$ cat src/rtl/exec_pkg.sv
// Shared types for the execute stage: ALU opcodes, multiplier FSM states and the EX/MEM bubble.
package exec_pkg;

    typedef enum logic [3:0] {
        ALU_AND = 4'd0,
        ALU_OR  = 4'd1,
        ALU_ADD = 4'd2,
        ALU_XOR = 4'd3,
        ALU_NOR = 4'd4,
        ALU_SUB = 4'd6,
        ALU_SLT = 4'd7,
        ALU_SLL = 4'd8,
        ALU_SRL = 4'd9,
        ALU_SRA = 4'd10,
        ALU_MUL = 4'd11
    } alu_op_e;

    typedef enum logic [1:0] {
        MUL_IDLE,
        MUL_BUSY,
        MUL_DONE
    } mul_state_e;

    typedef struct packed {
        logic       reg_write;
        logic       mem_to_reg;
        logic       mem_write;
        logic [4:0] write_reg;
    } exmem_ctrl_t;

    localparam exmem_ctrl_t BUBBLE_CTRL = '{
        reg_write:  1'b0,
        mem_to_reg: 1'b0,
        mem_write:  1'b0,
        write_reg:  5'd0
    };

endpackage

$ cat src/rtl/iter_multiplier.sv
// Iterative shift-add multiplier (low DATA_W bits of the unsigned product), RADIX_BITS per step.
// busy is combinational in IDLE so a start request stalls upstream in the same cycle.
module iter_multiplier
    import exec_pkg::*;
#(
    parameter int DATA_W     = 32,
    parameter int RADIX_BITS = 1
) (
    input  logic              clk,
    input  logic              rst,
    input  logic              start,
    input  logic              abort,
    input  logic [DATA_W-1:0] a,
    input  logic [DATA_W-1:0] b,
    output logic              busy,
    output logic              done,
    output logic [DATA_W-1:0] product
);

    localparam int STEPS = DATA_W / RADIX_BITS;
    localparam int CNT_W = $clog2(STEPS + 1);

    mul_state_e        state, state_next;
    logic [CNT_W-1:0]  count;
    logic [DATA_W-1:0] mcand, mplier, acc, partial;
    logic              last_step;

    assign last_step = (count == CNT_W'(STEPS - 1));
    assign product   = acc;

    always_ff @(posedge clk) begin
        if (rst) begin
            state <= MUL_IDLE;
        end else begin
            state <= state_next;
        end
    end

    // Abort wins over every transition so a flushed multiply never reaches DONE.
    always_comb begin
        state_next = state;
        busy       = 1'b0;
        done       = 1'b0;
        case (state)
            MUL_IDLE: begin
                busy = start;
                if (start) state_next = MUL_BUSY;
            end
            MUL_BUSY: begin
                busy = 1'b1;
                if (last_step) state_next = MUL_DONE;
            end
            MUL_DONE: begin
                done       = 1'b1;
                state_next = MUL_IDLE;
            end
            default: state_next = MUL_IDLE;
        endcase
        if (abort) state_next = MUL_IDLE;
    end

    always_comb begin
        partial = '0;
        for (int i = 0; i < RADIX_BITS; i++) begin
            if (mplier[i]) partial = partial + (mcand << i);
        end
    end

    always_ff @(posedge clk) begin
        if (rst) begin
            count  <= '0;
            acc    <= '0;
            mcand  <= '0;
            mplier <= '0;
        end else if (state == MUL_IDLE && start) begin
            count  <= '0;
            acc    <= '0;
            mcand  <= a;
            mplier <= b;
        end else if (state == MUL_BUSY) begin
            count  <= count + CNT_W'(1);
            acc    <= acc + partial;
            mcand  <= mcand << RADIX_BITS;
            mplier <= mplier >> RADIX_BITS;
        end
    end

endmodule

$ cat src/rtl/execute_stage.sv
// Execute stage: combinational ALU, iterative multiplier and the EX/MEM pipeline register.
// Optional macro EXEC_OVF_EN adds OverflowM and suppresses RegWriteM on signed ADD/SUB overflow.
module execute_stage
    import exec_pkg::*;
#(
    parameter int DATA_W     = 32,
    parameter int RADIX_BITS = 1
) (
    input  logic              clk,
    input  logic              rst,
    input  logic              ValidE,
    input  logic              RegWriteE,
    input  logic              MemtoRegE,
    input  logic              MemWriteE,
    input  logic [3:0]        ALUControlE,
    input  logic              ALUSrcE,
    input  logic              RegDstE,
    input  logic [DATA_W-1:0] RD1E,
    input  logic [DATA_W-1:0] RD2E,
    input  logic [DATA_W-1:0] SignImmE,
    input  logic [4:0]        RtE,
    input  logic [4:0]        RdE,
    input  logic [4:0]        ShamtE,
    input  logic              FlushE,
    output logic              Busy,
    output logic              RegWriteM,
    output logic              MemtoRegM,
    output logic              MemWriteM,
    output logic [4:0]        WriteRegM,
    output logic [DATA_W-1:0] ALUResultM,
`ifdef EXEC_OVF_EN
    output logic              OverflowM,
`endif
    output logic [DATA_W-1:0] WriteDataM
);

    alu_op_e           op;
    logic [DATA_W-1:0] src_b, sum, diff, alu_result, product;
    logic [DATA_W-1:0] result_m, data_m;
    logic [4:0]        write_reg;
    logic              mul_op, mul_busy, mul_done, reg_write, load_bubble;
    exmem_ctrl_t       ctrl, ctrl_m;

    assign op          = alu_op_e'(ALUControlE);
    assign src_b       = ALUSrcE ? SignImmE : RD2E;
    assign write_reg   = RegDstE ? RdE : RtE;
    assign sum         = RD1E + src_b;
    assign diff        = RD1E - src_b;
    assign mul_op      = (op == ALU_MUL);
    assign load_bubble = !ValidE || mul_op || mul_busy;

    iter_multiplier #(
        .DATA_W     (DATA_W),
        .RADIX_BITS (RADIX_BITS)
    ) u_mul (
        .clk     (clk),
        .rst     (rst),
        .start   (ValidE && mul_op),
        .abort   (FlushE),
        .a       (RD1E),
        .b       (src_b),
        .busy    (mul_busy),
        .done    (mul_done),
        .product (product)
    );

    assign Busy = mul_busy;

    always_comb begin
        alu_result = '0;
        case (op)
            ALU_AND: alu_result = RD1E & src_b;
            ALU_OR:  alu_result = RD1E | src_b;
            ALU_ADD: alu_result = sum;
            ALU_XOR: alu_result = RD1E ^ src_b;
            ALU_NOR: alu_result = ~(RD1E | src_b);
            ALU_SUB: alu_result = diff;
            ALU_SLT: alu_result = {{(DATA_W-1){1'b0}}, ($signed(RD1E) < $signed(src_b))};
            ALU_SLL: alu_result = src_b << ShamtE;
            ALU_SRL: alu_result = src_b >> ShamtE;
            ALU_SRA: alu_result = $signed(src_b) >>> ShamtE;
            default: alu_result = '0;
        endcase
    end

`ifdef EXEC_OVF_EN
    logic overflow;

    // Signed overflow: operands agree in sign (ADD) or differ (SUB) and the result sign flips.
    always_comb begin
        overflow = 1'b0;
        if (op == ALU_ADD) begin
            overflow = (RD1E[DATA_W-1] == src_b[DATA_W-1]) && (sum[DATA_W-1] != RD1E[DATA_W-1]);
        end else if (op == ALU_SUB) begin
            overflow = (RD1E[DATA_W-1] != src_b[DATA_W-1]) && (diff[DATA_W-1] != RD1E[DATA_W-1]);
        end
    end

    assign reg_write = RegWriteE && !overflow;

    always_ff @(posedge clk) begin
        if (rst || FlushE || mul_done || load_bubble) begin
            OverflowM <= 1'b0;
        end else begin
            OverflowM <= overflow;
        end
    end
`else
    assign reg_write = RegWriteE;
`endif

    assign ctrl = '{
        reg_write:  reg_write,
        mem_to_reg: MemtoRegE,
        mem_write:  MemWriteE,
        write_reg:  write_reg
    };

    // Priority: reset, flush, finished product, bubble, then the ordinary single-cycle result.
    always_ff @(posedge clk) begin
        if (rst || FlushE) begin
            ctrl_m   <= BUBBLE_CTRL;
            result_m <= '0;
            data_m   <= '0;
        end else if (mul_done) begin
            ctrl_m   <= ctrl;
            result_m <= product;
            data_m   <= RD2E;
        end else if (load_bubble) begin
            ctrl_m   <= BUBBLE_CTRL;
            result_m <= '0;
            data_m   <= '0;
        end else begin
            ctrl_m   <= ctrl;
            result_m <= alu_result;
            data_m   <= RD2E;
        end
    end

    assign RegWriteM  = ctrl_m.reg_write;
    assign MemtoRegM  = ctrl_m.mem_to_reg;
    assign MemWriteM  = ctrl_m.mem_write;
    assign WriteRegM  = ctrl_m.write_reg;
    assign ALUResultM = result_m;
    assign WriteDataM = data_m;

endmodule

$ cat config.mk
export PLATFORM = sky130hd
export DESIGN_NAME = execute_stage
export DESIGN_NICKNAME = d
export VERILOG_FILES = /design/src/rtl/exec_pkg.sv /design/src/rtl/iter_multiplier.sv /design/src/rtl/execute_stage.sv
export SDC_FILE = /design/constraint.sdc
export NUM_CORES = 1
export LEC_CHECK = 0
export ABC_CLOCK_PERIOD_IN_PS = 8200
export CAP_MARGIN = 20
export CORE_ASPECT_RATIO = 1.25
export CORE_MARGIN = 3
export CORE_UTILIZATION = 57
export CTS_BUF_LIST = sky130_fd_sc_hd__clkbuf_8
export DETAILED_ROUTE_END_ITERATION = 8
export PLACE_DENSITY = 0.8
export SLEW_MARGIN = 20
export SYNTH_ARGS = -nofsm -noshare
export SYNTH_HDL_FRONTEND = slang
export SYNTH_SLANG_ARGS = --single-unit
$ cat constraint.sdc
create_clock -name clk -period 8.2 [get_ports clk]
set_input_delay 1.64 -clock clk [delete_from_list [all_inputs] [get_ports clk]]
set_output_delay 1.64 -clock clk [all_outputs]
set_load 0.01 [all_outputs]
After elaboration in Yosys (flattened, before gate mapping)

Cells that the tools add are included.

Equality and inequality tests: 15
Add/sub/neg operators: 4
Bitwise operators: 4
Magnitude comparators: 1
Multiplexer cells: 19
Reductions and logical operators: 12
Shifts and indexed selects: 3

Operator list:

| cell                | count |
|---|---|
| $mux 32             | 10 |
| $pmux 32 s10        | 1 |
| $add 32x32->32      | 2 |
| $and 32x32->32      | 1 |
| $lt 32x32->1        | 1 |
| $not 32->32         | 1 |
| $or 32x32->32       | 1 |
| $shl 32x5->32       | 1 |
| $shr 32x5->32       | 1 |
| $sshr 32x5->32      | 1 |
| $sub 32x32->32      | 1 |
| $xor 32x32->32      | 1 |
| $eq 4x4->1 const B  | 4 |
| $mux 8              | 2 |
| $eq 4x3->1 const B  | 3 |
| $eq 4x2->1 const B  | 2 |
| $add 6x1->6 const B | 1 |
| $eq 6x5->1 const B  | 1 |
| $mux 5              | 1 |
| $eq 4x1->1 const B  | 1 |
| $logic_not 4->1     | 1 |
| $mux 2              | 2 |
| $ne 2x1->1 const B  | 2 |
| $pmux 2 s2          | 1 |
| 11 further kinds    | 15 |

Input bits: 124
Bits in registers: 176

Depth between registers and ports, before layout

Word-level depth: 6
Mapped depth: 21

Hierarchy

Synthesis repeated with hierarchy kept, for this count alone.

Cells, all modules: 2,466
Area total of the unflattened synthesis: 19,286.0 um2

Modules (own cells, without submodules):

| module          | area an instance (um2) | cells each | instances |
|---|---|---|---|
| execute_stage   | 13,536.7               | 1,748      | 1 |
| iter_multiplier | 5,749.3                | 718        | 1 |

Worst setup path before layout

No wires, ideal clock.

Path type: input-to-reg
From: in ALUSrcE
To: reg result_m[27], in the netlist ALUResultM[27]
Arrival time: 5,502 ps
Slack: 2,561 ps
Data required time: 8,063 ps
Path buffers: 8
Library setup time: 137 ps
Stages: 18
Cells stage by stage: buf_6 > buf_6 > buf_6 > buf_6 > buf_4 > clkbuf_1 > buf_2 > mux2_2 > inv_1 > ha_1 > clkbuf_1 > or4_1 > a221oi_1 > a21oi_1 > o31ai_1 > xnor2_1 > a221oi_1 > a211oi_1

Cells in the longest elaborated chain, start to end: 6

Ends and longest elaborated chain:

| element                                                                | line                 | text |
|---|---|---|
| start: declaration                                                     | execute_stage.sv:16  | `input logic ALUSrcE,` |
| $mux 32 (*)                                                            | execute_stage.sv:45  | `assign src_b = ALUSrcE ? SignImmE : RD2E;` |
| parallel branches: the longest is 2 deep, another holds $sub 32x32->32 | --                   |  |
| $pmux 32 s10 (*)                                                       | execute_stage.sv:71  | `case (op)` |
| $mux 32 (*)                                                            | execute_stage.sv:129 | `end else if (load_bubble) begin` |
| $mux 32 (*)                                                            | execute_stage.sv:125 | `end else if (mul_done) begin` |
| end signal: assignment                                                 | execute_stage.sv:127 | `result_m <= product;` |
| end signal: assignment                                                 | execute_stage.sv:135 | `result_m <= alu_result;` |
| end: declaration                                                       | execute_stage.sv:39  | `logic [DATA_W-1:0] result_m, data_m;` |

Every way passes the cells marked *.
A chain may end at the register's enable or synchronous reset.

Worst setup path after layout

From: in ALUControlE[0]
To: out Busy

Cells in the longest elaborated chain, start to end: 3

Ends and longest elaborated chain:

| element            | line                  | text |
|---|---|---|
| start: declaration | execute_stage.sv:15   | `input logic [3:0] ALUControlE,` |
| $eq 4x4->1         | execute_stage.sv:49   | `assign mul_op = (op == ALU_MUL);` |
| $logic_and 1x1->1  | execute_stage.sv:58   | `.start (ValidE && mul_op),` |
| $pmux 1 s2         | iter_multiplier.sv:44 | `case (state)` |
| end: declaration   | execute_stage.sv:25   | `output logic Busy,` |

No other way between the ends.

==> impl_results.md <==
- Area grow syn2layout: 12.4%
- Drt first pass iters: 6
- Final Skew: 0.0193 ns
- Mux cell area share after synthesis: 17.0%
- Fin Setup TNS: 0 ns
- Area of the multi-input gates: 14400 um^2
- Combinational power share: 40.3%
- Layout filler cell count: 2768
- Register area share after synthesis: 18.5%
- Outcome: completed
- Total track usage: 44.2%
- RSZ-0062 raised after global routing: no
- Die area: 35700 um^2
- P per Cell Area: 121 nW/um^2
- Number of global-route vias before repair: 20300
- Final Core Density: 65.3%
- Library cells used by synthesis: 87
- # clock sinks: 176
- Rows: 74
- Vias per cell: 7.16
- Worst flop-to-flop path startpoint: u_mul.mplier[0]
- Fin crit period: 6.18 ns
- Worst-path clk slew: 0.10 ns
- Detail Placement HPWL: 61.4 mm
- Clk root buf: clkbuf_8
- Final non-filler cell total: 2970
- Post-CTS Setup Bufs: 0
- Via count: 21300
- Fmax achieved: 0.162 GHz
- Yosys reg bits: 176
- Cells after synthesis: 2478
- Wire per inst: 27.4 um
- Max Fanout on Critical Path: 25
- Initial Util: 58.1%
- Final hold violation count: 0
- Switching pwr: 1.05 mW
- Number of flops mapped to enable cells by yosys: 0
- Post-synth net total: 2748
- CTS max path bufs: 2
- Placed insts: 2938
- Cts repair resizes: 0
- Iter 0 DRT Violations: 3006
- Worst vdd ir: 0.0894 mV
- Synth Area in Simple Gates: 19.4%
- Syn avg cell area: 7.71 um^2
- Die width: 170 um
- Internal power: 1.55 mW
- Register area: 3520 um^2
- HP Class: reg2reg
- Final setup violation count: 0
- Share of power burned in registers: 33.6%
- Cell Area, Synth: 19100 um^2
- Clock power frac: 26.1%
- Pins over their slew limit: 0
- # port buffers: 196
- Reg2reg path depth: 15
- Primary FF master, synth: dfxtp_1
- Type of origin of the critical path: input port
- Headroom to the max-slew limit: 19.3%
- Io pins: 197
- YS warnings: 0
- Worst Hold Endpoint: u_mul.mplier[15]
- Compound-Gate Fraction of Synth Area: 27.2%
- Worst reg2reg endpoint: u_mul.product[30]
- Worst-Skew Late Latency: 0.51 ns
- Slew @ Worst Pin: 1.18 ns
- Post-synth ARST share: 0%
- Total CTS buffers: 17
- Initial antenna violation count: 0
- Critical path endpoint category: output port
- Post-CTS Hold Buffers: 0
- Maximum capacitance violations: 0
- DRT Wirelength: 81.5 mm
- Worst Hold Path Cells: 2
- Arrival @ worst endpoint: 4.54 ns
- Sw Ratio: 40.4%
- Nets: 2809
- Core Region: 32900 um^2
- Post-synthesis adder-cell area fraction: 9.74%
- First-pass GRT wire length: 122 mm
- CTS tree: built
- Critical path class: in2out
- Remaining DRCs: 0
- Pin count of the biggest net entering global routing: 90
- Gr ovfl total: 0
- Post-route clock period utilization: 75.3%
- Die Span Y: 211 um
- R2R setup slack: 4.27 ns
- Synth Area in XOR/XNOR: 1.70%
- Share of cells above drive strength 1: 9.49%
- H-tree depth: 4
- Worst Hold Launch: u_mul.mplier[15]
- Pleak: 8.38 nW
- Critical path data required time: 6.56 ns
- GPL Wtd Cong: 1.05
- Main combinational cell family by area after synthesis: compound AO/OA/AOI/OAI gates
- Antenna-violating nets left: 0
## metrics by stage
| step | setup slack, ns | cell area [um^2] | total power, mW | hold slack (ns) |
|---|---|---|---|---|
| 6_report | 2.02 | 21500 | 2.60 | 0.468 |
| 5_1_grt | 1.99 | 21500 | 2.69 | 0.486 |
| 4_1_cts | 2.17 | 21500 | 2.56 | 0.465 |
| 3_5_place_dp | 1.94 | 21100 | 1.89 | 0.449 |
| 3_3_place_gp | 2.06 | 21000 | 1.88 | 0.443 |
| 2_1_floorplan | 2.56 | 19100 | 1.54 | 0.424 |
## how the worst max path moves through the flow
stage	startpoint	endpoint	slack, ns
floorplan	ALUSrcE	ALUResultM[27]	2.56
global placement	ALUSrcE	ALUResultM[29]	2.06
global route	ALUControlE[0]	Busy	1.99
finish	ALUControlE[0]	Busy	2.02
CTS	ALUControlE[0]	Busy	2.17
detailed placement	ALUSrcE	ALUResultM[29]	1.94
## area by class of cell
| cell class | count | share of cell area [%] |
|---|---|---|
| antenna | 1 | 0.0117 |
| multi-input combinational | 2003 | 67.0 |
| clock inverter | 12 | 0.694 |
| inverter | 107 | 1.87 |
| sequential | 176 | 16.4 |
| timing repair buffer | 234 | 10.3 |
| clock buffer | 19 | 1.22 |
| tap | 418 | 2.44 |
## metal layers
| layer | track usage [%] | share of wire [%] |
|---|---|---|
| met1 | 55.8 | 37 |
| met2 | 70.7 | 45 |
| met3 | 9.60 | 11 |
| met5 | 0 | 0 |
| met4 | 23.6 | 6.4 |
## state kept, by name (all words and copies together), names as in the netlist, 2 cells and up
name	count
u_mul.product	32
WriteDataM	32
u_mul.mcand	32
u_mul.count	6
u_mul.state	2
ALUResultM	32
WriteRegM	5
u_mul.mplier	32
## logic make-up after synthesis
| kind of cell | Yosys count |
|---|---|
| multiplexers | 208 |
| buffers and inverters | 299 |
| XOR/XNOR | 37 |
| AO/OA/AOI/OAI | 803 |
| adder cells (fa/ha/maj) | 147 |
| AND/OR/NAND/NOR | 808 |
| flip-flops | 176 |
## cells in the mapped netlist (21+ instances only)
library cell	count	area share, %
nand2_1	289	5.7
o21ai_0	133	3.5
ha_1	143	9.4
mux2i_1	79	4.1
nand3_1	46	1.2
xnor2_1	23	1.1
a21o_1	23	0.90
a21oi_1	274	7.2
a22oi_1	74	2.9
a221oi_1	33	1.5
o21bai_1	22	0.86
nor2_1	217	4.3
nand2b_1	32	1.0
nor2b_1	21	0.69
clkbuf_1	132	2.6
inv_1	104	2.0
mux4_2	88	10
mux2_2	38	2.2
dfxtp_1	176	18
and2_1	72	2.4
buf_2	28	0.73
a211oi_1	34	1.3
nor3_1	48	1.3
a31oi_1	24	0.79
o211ai_1	34	1.3
## power groups by stage
| stage | clock network (mW) | registers, mW | logic [mW] |
|---|---|---|---|
| after global placement | 0 | 0.893 | 0.990 |
| after detailed placement | 0 | 0.894 | 1.00 |
| final | 0.681 | 0.875 | 1.05 |
| after floorplan | 0 | 0.897 | 0.644 |
| after CTS | 0.676 | 0.874 | 1.01 |
| after global routing | 0.709 | 0.876 | 1.10 |
## worst max-delay path, stage by stage
cell             delay, ns
clkdlybuf4s50_1       1.21
nand2_1               0.43
nor3_2                0.31
buf_4                 0.26
nor2_4                0.04
inv_1                 0.06
clkdlybuf4s50_1       0.57
## cell usage in the layout (no fill, tap or decap), drive strengths merged, types with 18 or more instances in the layout
master | Yosys | final
nand2 | 289 | 289
a21oi | 276 | 276
nor2 | 217 | 217
clkdlybuf4s50 | 0 | 189
dfxtp | 176 | 176
ha | 143 | 143
o21ai | 138 | 138
inv | 106 | 111
mux4 | 88 | 88
mux2i | 82 | 82
a22oi | 75 | 75
and2 | 72 | 72
nor3 | 48 | 48
nand3 | 46 | 46
buf | 60 | 45
mux2 | 38 | 38
o211ai | 35 | 35
a211oi | 34 | 34
a221oi | 34 | 34
nand2b | 32 | 32
a31oi | 25 | 25
a21o | 23 | 23
xnor2 | 23 | 23
o21bai | 22 | 22
nor2b | 21 | 21
clkbuf | 132 | 19
nand4 | 18 | 18
o22ai | 18 | 18
No activity file was read; power rests on OpenSTA's default activity.
